$ cat src/rtl/teclado_debounce_decoder.sv
// Debounces keypad scanner sightings across scan rounds and emits one registered
// key event (calculator code) per physical press, plus a release pulse.
module teclado_debounce_decoder #(
   parameter int DEBOUNCE_HITS  = 8,
   parameter int SCAN_WINDOW    = 8,
   parameter int RELEASE_WINDOW = 16
) (
   input  logic       clk,
   input  logic       reset,
   input  logic       enable,
   input  logic [5:0] indice_boton,
   input  logic       button_pressed,
   output logic       key_valid,
   output logic [4:0] key_code,
   output logic       key_is_digit,
   output logic       key_release,
   output logic       key_held,
   output logic       scan_error
);

   localparam int HITS_W = $clog2(DEBOUNCE_HITS + 1);
   localparam int GAP_W  = $clog2(RELEASE_WINDOW + 1);

   localparam logic [1:0] ST_IDLE    = 2'd0;
   localparam logic [1:0] ST_CONFIRM = 2'd1;
   localparam logic [1:0] ST_HELD    = 2'd2;

   logic [1:0]        state_reg, state_next;
   logic [3:0]        cand_reg, cand_next;
   logic [HITS_W-1:0] hits_reg, hits_next;
   logic [GAP_W-1:0]  gap_reg, gap_next;
   logic [4:0]        code_reg, code_next;
   logic              digit_reg, digit_next;
   logic              valid_reg, valid_next;
   logic              release_reg, release_next;
   logic              scan_err_reg;

   logic              sighting;
   logic              match;
   logic [3:0]        key_now;
   logic [4:0]        cand_code;
   logic [HITS_W-1:0] hits_inc;
   logic [GAP_W-1:0]  gap_inc;

   // Key index is {col[1:0], row[1:0]}.
   function automatic logic [4:0] key_map(input logic [3:0] k);
      logic [4:0] code;
      case (k)
         4'b00_00: code = 5'd1;
         4'b01_00: code = 5'd2;
         4'b10_00: code = 5'd3;
         4'b11_00: code = 5'd10;
         4'b00_01: code = 5'd4;
         4'b01_01: code = 5'd5;
         4'b10_01: code = 5'd6;
         4'b11_01: code = 5'd11;
         4'b00_10: code = 5'd7;
         4'b01_10: code = 5'd8;
         4'b10_10: code = 5'd9;
         4'b11_10: code = 5'd12;
         4'b00_11: code = 5'd14;
         4'b01_11: code = 5'd0;
         4'b10_11: code = 5'd15;
         default:  code = 5'd13;
      endcase
      return code;
   endfunction

   assign sighting  = enable & button_pressed & ~indice_boton[5] & ~indice_boton[2];
   assign key_now   = {indice_boton[4:3], indice_boton[1:0]};
   assign match     = sighting && (key_now == cand_reg);
   assign cand_code = key_map(cand_reg);
   assign hits_inc  = hits_reg + 1'b1;
   // Saturating so a long silence can never wrap back under a limit.
   assign gap_inc   = (gap_reg == {GAP_W{1'b1}}) ? gap_reg : gap_reg + 1'b1;

   always_comb begin
      state_next   = state_reg;
      cand_next    = cand_reg;
      hits_next    = hits_reg;
      gap_next     = gap_reg;
      code_next    = code_reg;
      digit_next   = digit_reg;
      valid_next   = 1'b0;
      release_next = 1'b0;
      if (enable) begin
         case (state_reg)
            ST_IDLE: begin
               if (sighting) begin
                  cand_next  = key_now;
                  hits_next  = HITS_W'(1);
                  gap_next   = '0;
                  state_next = ST_CONFIRM;
               end
            end
            ST_CONFIRM: begin
               if (match) begin
                  hits_next = hits_inc;
                  gap_next  = '0;
                  if (hits_inc == HITS_W'(DEBOUNCE_HITS)) begin
                     code_next  = cand_code;
                     digit_next = (cand_code <= 5'd9);
                     valid_next = 1'b1;
                     state_next = ST_HELD;
                  end
               end else if (sighting) begin
                  cand_next = key_now;
                  hits_next = HITS_W'(1);
                  gap_next  = '0;
               end else begin
                  gap_next = gap_inc;
                  if (gap_inc == GAP_W'(SCAN_WINDOW))
                     state_next = ST_IDLE;
               end
            end
            ST_HELD: begin
               // Other keys are ignored here: first key wins, no rollover.
               if (match) begin
                  gap_next = '0;
               end else begin
                  gap_next = gap_inc;
                  if (gap_inc == GAP_W'(RELEASE_WINDOW)) begin
                     release_next = 1'b1;
                     state_next   = ST_IDLE;
                  end
               end
            end
            default: state_next = ST_IDLE;
         endcase
      end
   end

   always_ff @(posedge clk) begin
      if (reset) begin
         state_reg    <= ST_IDLE;
         cand_reg     <= '0;
         hits_reg     <= '0;
         gap_reg      <= '0;
         code_reg     <= '0;
         digit_reg    <= 1'b0;
         valid_reg    <= 1'b0;
         release_reg  <= 1'b0;
         scan_err_reg <= 1'b0;
      end else begin
         state_reg    <= state_next;
         cand_reg     <= cand_next;
         hits_reg     <= hits_next;
         gap_reg      <= gap_next;
         code_reg     <= code_next;
         digit_reg    <= digit_next;
         valid_reg    <= valid_next;
         release_reg  <= release_next;
         scan_err_reg <= enable & indice_boton[5];
      end
   end

   assign key_valid    = valid_reg;
   assign key_code     = code_reg;
   assign key_is_digit = digit_reg;
   assign key_release  = release_reg;
   assign key_held     = (state_reg == ST_HELD);
   assign scan_error   = scan_err_reg;

endmodule
$ cat config.mk
export PLATFORM = sky130hd
export DESIGN_NAME = teclado_debounce_decoder
export DESIGN_NICKNAME = d
export VERILOG_FILES = /design/src/rtl/teclado_debounce_decoder.sv
export SDC_FILE = /design/constraint.sdc
export NUM_CORES = 1
export LEC_CHECK = 0
export CAP_MARGIN = 20
export CORE_MARGIN = 8
export CORE_UTILIZATION = 45
export DETAILED_ROUTE_END_ITERATION = 8
export PLACE_DENSITY = 0.76
export SLEW_MARGIN = 20
export SYNTH_ARGS = -nofsm -noshare
export SYNTH_HDL_FRONTEND = slang
export SYNTH_SLANG_ARGS = --single-unit
$ cat constraint.sdc
create_clock -name clk -period 2 [get_ports clk]
set_input_delay 0.4 -clock clk [delete_from_list [all_inputs] [get_ports clk]]
set_output_delay 0.4 -clock clk [all_outputs]
set_load 0.01 [all_outputs]
==> flow_metrics.py, run 1 <==
metrics = {
    "grt": {
        "grt_pass1_vias": 1316,
        "grt_max_degree": 17,
        "grt_overflow_total": 0,
        "track_usage": 0.130,
        "busiest_layer": "met2",
        "grtUsageMet2": 0.205,
        "met1_usage": 0.174,
        "antenna_found_initial": 0,
        "globalRouteMet3Util": 0.0224,
        "grt_pass1_wl_um": 5930,
    },
    "worst_setup_path": {
        "worstSetupPathType": "reg2reg",
        "crit_required_ns": 2.26,
        "crit_arrival_ns": 2.19,
        "r2r_slack_ns": 0.08,
        "startpoint_type": "flop",
        "timing.rr.end": "state_reg[0]$_SDFFE_PP0P_",
        "r2r_start": "gap_reg[1]$_SDFFE_PP0P_",
        "crit_fanout": 5,
        "end_kind": "flop",
        "reg2reg_depth": 6,
    },
    "final_layout": {
        "syn2layout_area_growth_pct": 28.6,
        "fin_nets": 238,
        "largest_register_ffs": 5,
        "post-route-cell-area_um2": 2050,
        "drive_above_1_share": 0.213,
        "n_antenna_cell": 0,
        "fin_cells": 267,
        "final_core_util": 0.608,
    },
    "hold_path": {
        "min_to": "key_code[0]$_SDFFE_PP0P_",
        "hold_start": "cand_code[0]$_DFF_P_",
        "min_path_type": "reg2reg",
        "hold_depth": 2,
    },
    "synth": {
        "synth_xor_xnor_area_share": 0.0441,
        "post-synth-top-count-cell": "dfxtp_1",
        "synthesis.area_um2": 1590,
        "synth.top_cell.area_share": 0.340,
        "syn_inst": 180,
        "yosys_warnings": 0,
        "ys_seq_area_frac": 0.340,
        "synth_top_family_by_area": "simple AND/OR/NAND/NOR gates",
        "synth_fa_ha_area_frac": 0.0472,
        "yosys.area_share.simple": 0.255,
        "synth_edf_count": 0,
        "synth.avg_cell_area_um2": 8.83,
        "yosysTopAreaCell": "dfxtp_1",
        "synth-seq-cells": 27,
        "syn_nets": 196,
        "synthMuxAreaShare": 0.0692,
        "synthTopCellsByCount": "27 x dfxtp_1, 20 x nor2_1, 13 x nand2_1",
        "synthFlopType": "dfxtp_1",
        "netlist-cell-type-count": 55,
        "async_flop_share": 0,
        "netlist_top_cells_area": "dfxtp_1 34%, mux2i_1 6.9%, ha_1 4.7%",
        "synth_compound_area_frac": 0.187,
    },
    "timing": {
        "drv_slew": 0,
        "max_freq_mhz": 520,
        "rsz0062_at_grt": "yes",
        "period_needed_ns": 1.92,
        "setup_viol": 0,
        "hold_viol_final": 0,
        "fin_crit_sh": 0.962,
        "skew_ns": 0.00607,
    },
    "route": {
        "drt_first_pass_iters": 4,
        "routed_via_density": 5.39,
        "num_vias": 1438,
        "totalWireLength_um": 3590,
        "ant_nets": 0,
        "wl_per_cell_um": 13.4,
        "drc": 0,
        "drtIter0Drc": 155,
    },
    "pwr": {
        "p_leak_nw": 0.784,
        "ir_drop_uv": 322,
        "power_density_nw_per_um2": 456,
    },
    "die": {
        "core_um2": 3360,
        "rows": 21,
        "initial_core_util": 0.473,
        "die_area_um2": 5690,
        "die_h_um": 75.4,
        "io_pins": 20,
        "die_w_um": 75.4,
    },
    "clock_tree": {
        "clk_latency_ns": 0.33,
        "cts_made_buffers": 3,
        "cts.sinks": 27,
        "clockBufferDepth": 2,
        "hold_buffers": 0,
        "root_buffer": "clkbuf_4",
        "cts_setup_buffers": 0,
        "clk_pin_slew_ns": 0.16,
        "cts_tree": "done",
        "htreeDepth": 1,
    },
    "run": {
        "cap_violations": 0,
    },
    "place": {
        "dp_cells": 263,
        "dpl_cell_area_um2": 1970,
        "gp_congestion": 0.887,
        "dpl.hpwl_um": 2740,
        "portBuffers": 18,
    },
    "outcome": {
        "status": "complete, no violations",
    },
}
## worst max-delay path: stages, from the launching register on
cell     delay, ns
dfxtp_2       0.39
ha_2          0.29
mux2i_1       0.20
a41oi_2       0.18
o31a_1        0.32
nor3b_2       0.24
mux2i_1       0.22
## logic make-up (layout without fill, tap and decap cells)
group / after synthesis / in the layout
buffers and inverters: 14 / 55
DFF: 27 / 27
xor gates and xnor gates: 8 / 8
other: 1 / 1
muxes: 11 / 11
AOI/OAI and AO/OA: 43 / 43
and+or+nand+nor: 70 / 70
adders and majority gates: 6 / 6
## power breakdown
group,switching (mW),internal (mW),leakage [nW]
logic,0.0654,0.0691,0.551
registers,0.00610,0.546,0.219
clock network,0.170,0.0765,0.0139
## what timing repair did
| item | in CTS | in global routing |
|---|---|---|
| endpoints found under the setup margin | 2 | 4 |
| gates resized for setup | 2 | 9 |
| pin swaps | 0 | 1 |
| cloned | 0 | 0 |
## worst max-delay path by stage
stage,slack (ns),start,cells past startpoint,endpoint
finish,0.08,gap_reg[1]$_SDFFE_PP0P_,6,state_reg[0]$_SDFFE_PP0P_
global route,-0.03,gap_reg[1]$_SDFFE_PP0P_,7,state_reg[0]$_SDFFE_PP0P_
CTS,0.03,indice_boton[1],7,cand_code[1]$_DFF_P_
detailed placement,-0.33,indice_boton[1],7,cand_code[1]$_DFF_P_
global placement,-0.28,indice_boton[1],7,cand_code[1]$_DFF_P_
floorplan,0.07,state_reg[1]$_SDFFE_PP0P_,8,cand_code[1]$_DFF_P_
## final cells by class
| class | instances | area, um2 |
|---|---|---|
| clock inverters | 1 | 7.51 |
| inverters | 7 | 26.3 |
| repair buffers | 44 | 389 |
| flip-flops and latches | 27 | 543 |
| well taps | 46 | 57.6 |
| fillers | 329 | 1320 |
| multi-input cells | 139 | 1000 |
| clock buffers | 3 | 22.5 |
## cell usage in the layout, fill, tap and decap left out, drive strengths merged, types with 2 or more instances in the layout
master	n
buf	26
a41oi	2
dfxtp	27
or3b	2
xnor2	5
xor2	3
nor3	3
o21ai	7
mux2i	11
nor3b	4
a21boi	2
nor4b	2
clkbuf	3
and3	3
and2	2
clkdlybuf4s50	16
nand3b	3
nand3	6
nor4	3
inv	7
a22oi	2
a21oi	11
ha	6
nor2	24
a31oi	5
nand2	13
## layer usage
| metal | up-vias | wire, um |
|---|---|---|
| met5 | - | 0 |
| met2 | 39 | 1650 |
| met4 | 0 | 43 |
| met1 | 660 | 1720 |
| li1 | 733 | - |
| met3 | 6 | 181 |
## through the flow
stage / setup slack, ns / hold slack [ns] / setup TNS, ns / power (mW)
after global placement: -0.279 / 0.464 / -3.39 / 0.691
after global routing: -0.0322 / 0.539 / -0.0322 / 0.968
after CTS: 0.0261 / 0.503 / 0 / 0.943
final: 0.0770 / 0.491 / 0 / 0.933
after floorplan: 0.0721 / 0.440 / 0 / 0.636
after detailed placement: -0.331 / 0.455 / -3.67 / 0.693
(Power assumes the default switching activity.)
==> inputs of run 2 (changes only) <==
--- a/config.mk
+++ b/config.mk
@@ -7,9 +7,10 @@
 export LEC_CHECK = 0
 export CAP_MARGIN = 20
 export CORE_MARGIN = 8
-export CORE_UTILIZATION = 45
+export CORE_UTILIZATION = 42
 export DETAILED_ROUTE_END_ITERATION = 8
-export PLACE_DENSITY = 0.76
+export PLACE_DENSITY = 0.72
+export RECOVER_POWER = 100
 export SLEW_MARGIN = 20
 export SYNTH_ARGS = -nofsm -noshare
 export SYNTH_HDL_FRONTEND = slang
==> run 2 against run 1 <==
Hold slack got worse by 0.055 ns. First-iteration DRC count decreased by 29%. Clock skew hardly changed. Core utilization fell by 0.54 points. Routed wire length up 11%. Critical path type is now in2reg. Critical endpoint is now gap_reg[2]$_SDFFE_PP0P_. Largest cell class unchanged.
==> flow_metrics.py, run 2 (same netlist as run 1, synthesis figures left out) <==
metrics = {
    "pwr": {
        "power_density_nw_per_um2": 466,
        "ir_drop_uv": 280,
        "power_mw": 1.03,
        "p_leak_nw": 0.920,
    },
    "final_layout": {
        "final_common_cell": "buf_4",
        "largest_register_ffs": 5,
        "layout_common_cells": "27 x buf_4, 26 x dfxtp_1, 19 x nor2_1",
        "fin_nets": 247,
        "drive_above_1_share": 0.274,
        "syn2layout_area_growth_pct": 38.8,
        "n_antenna_cell": 0,
    },
    "clock_tree": {
        "cts_made_buffers": 3,
        "clk_latency_ns": 0.28,
        "root_buffer": "clkbuf_8",
        "cts.sinks": 27,
        "cts_tree": "done",
        "clk_pin_slew_ns": 0.10,
        "htreeDepth": 1,
        "clockBufferDepth": 2,
    },
    "worst_setup_path": {
        "crit_arrival_ns": 2.13,
        "startpoint_type": "primary input",
        "worstSetupPathType": "in2reg",
        "crit_fanout": 6,
        "end_kind": "flop",
        "crit_required_ns": 2.22,
    },
    "route": {
        "drtIter0Drc": 110,
        "num_vias": 1504,
        "wl_per_cell_um": 14.4,
        "drt_first_pass_iters": 4,
        "totalWireLength_um": 4000,
        "drc": 0,
        "ant_nets": 0,
        "routed_via_density": 5.41,
    },
    "place": {
        "preCtsSetupSlack_ns": -0.334,
        "portBuffers": 18,
        "dpl.hpwl_um": 2780,
        "gp_congestion": 0.873,
    },
    "timing": {
        "period_needed_ns": 1.91,
        "final.setup.worst_slack_ns": 0.0904,
        "finalSetupTns_ns": 0,
        "drv_slew": 0,
        "setup_viol": 0,
        "skew_ns": 0.00575,
        "max_freq_mhz": 524,
        "hold_slack_ns": 0.436,
        "hold_viol_final": 0,
        "fin_crit_sh": 0.955,
    },
    "die": {
        "initial_core_util": 0.434,
        "core_um2": 3660,
        "die_area_um2": 6010,
        "rows": 22,
        "die_h_um": 77.5,
        "die_w_um": 77.5,
        "io_pins": 20,
    },
    "run": {
        "cap_violations": 0,
    },
    "grt": {
        "grt_pass1_wl_um": 6450,
        "grt_max_degree": 17,
        "antenna_found_initial": 0,
        "grt_pass1_vias": 1454,
        "grt_overflow_total": 0,
        "track_usage": 0.125,
    },
    "hold_path": {
        "min_path_type": "in2reg",
    },
    "outcome": {
        "status": "complete, no violations",
    },
}
[run 2: changes by cell type in the layout (fill, tap and decap cells not counted), sizes merged]
cell | previous run | this run
clkdlybuf4s50 | 16 | 1
dlygate4sd3 | 0 | 9
dlymetal6s2s | 1 | 6
buf | 26 | 30
clkbuf | 3 | 7
a21boi | 2 | 3
dlygate4sd2 | 1 | 2
[run 2: routing by layer]
metal | track usage | up-vias | share of wire
met5 | 0 | - | 0
met4 | 0.0340 | 0 | 0.0083
met3 | 0.0253 | 4 | 0.053
met2 | 0.206 | 36 | 0.48
met1 | 0.161 | 706 | 0.45
li1 | - | 758 | -
[run 2: worst paths after layout]
path                                  from                        to  slack [ns]  cells after the start
setup reg to reg  cand_reg[0]$_SDFFE_PP0N_  key_code[0]$_SDFFE_PP0P_        0.13                      8
hold / removal             indice_boton[5]     scan_error$_SDFF_PP0_        0.44                      2
hold reg to reg       cand_code[0]$_DFF_P_  key_code[0]$_SDFFE_PP0P_        0.49                      2
setup / recovery                    enable   gap_reg[2]$_SDFFE_PP0P_        0.09                      9
[run 2: worst max-delay path: stages]
cell and delay (ns):
clkdlybuf4s50_1 0.48, clkbuf_4 0.14, inv_1 0.07, clkbuf_4 0.14
a21oi_2 0.16, o2111a_1 0.25, clkbuf_1 0.22, o21ai_0 0.14
a21oi_1 0.14
[run 2: power by group]
part,leakage (nW),internal (mW),switching [mW]
logic,0.679,0.0803,0.0777
registers,0.219,0.545,0.00600
clock network,0.0217,0.142,0.179
[run 2: timing repair]
action                                  CTS  global route
gates cloned                              0             1
setup buffers                             0             1
endpoints found under the setup margin    7            11
gates resized for setup                   3            32
hold buffers                              0             0
pin swaps                                 0             9
[run 2: area by class of cell]
cell class | count | area [um2]
Fill cell | 328 | 1450
Clock buffer | 3 | 41.3
Timing Repair Buffer | 52 | 460
Inverter | 7 | 26.3
Clock inverter | 1 | 7.51
Multi-Input combinational cell | 140 | 1070
Sequential cell | 27 | 542
Tap cell | 48 | 60.1
[run 2: metrics by stage]
stage / cell area [um2] / cells / utilization
floorplan: 1590 / 180 / -
global route: 2210 / 278 / 0.603
detailed placement: 2040 / 273 / 0.556
CTS: 2090 / 277 / 0.570
global placement: 2040 / 273 / 0.556
finish: 2210 / 278 / 0.603
==> inputs of run 3 (changes only) <==
--- a/config.mk
+++ b/config.mk
@@ -5,7 +5,7 @@
 export SDC_FILE = /design/constraint.sdc
 export NUM_CORES = 1
 export LEC_CHECK = 0
-export CAP_MARGIN = 20
+export CAP_MARGIN = 30
 export CORE_MARGIN = 8
 export CORE_UTILIZATION = 42
 export DETAILED_ROUTE_END_ITERATION = 8
==> results of run 3 <==
No change in the layout: final DEF, timing and power equal those of run 2.
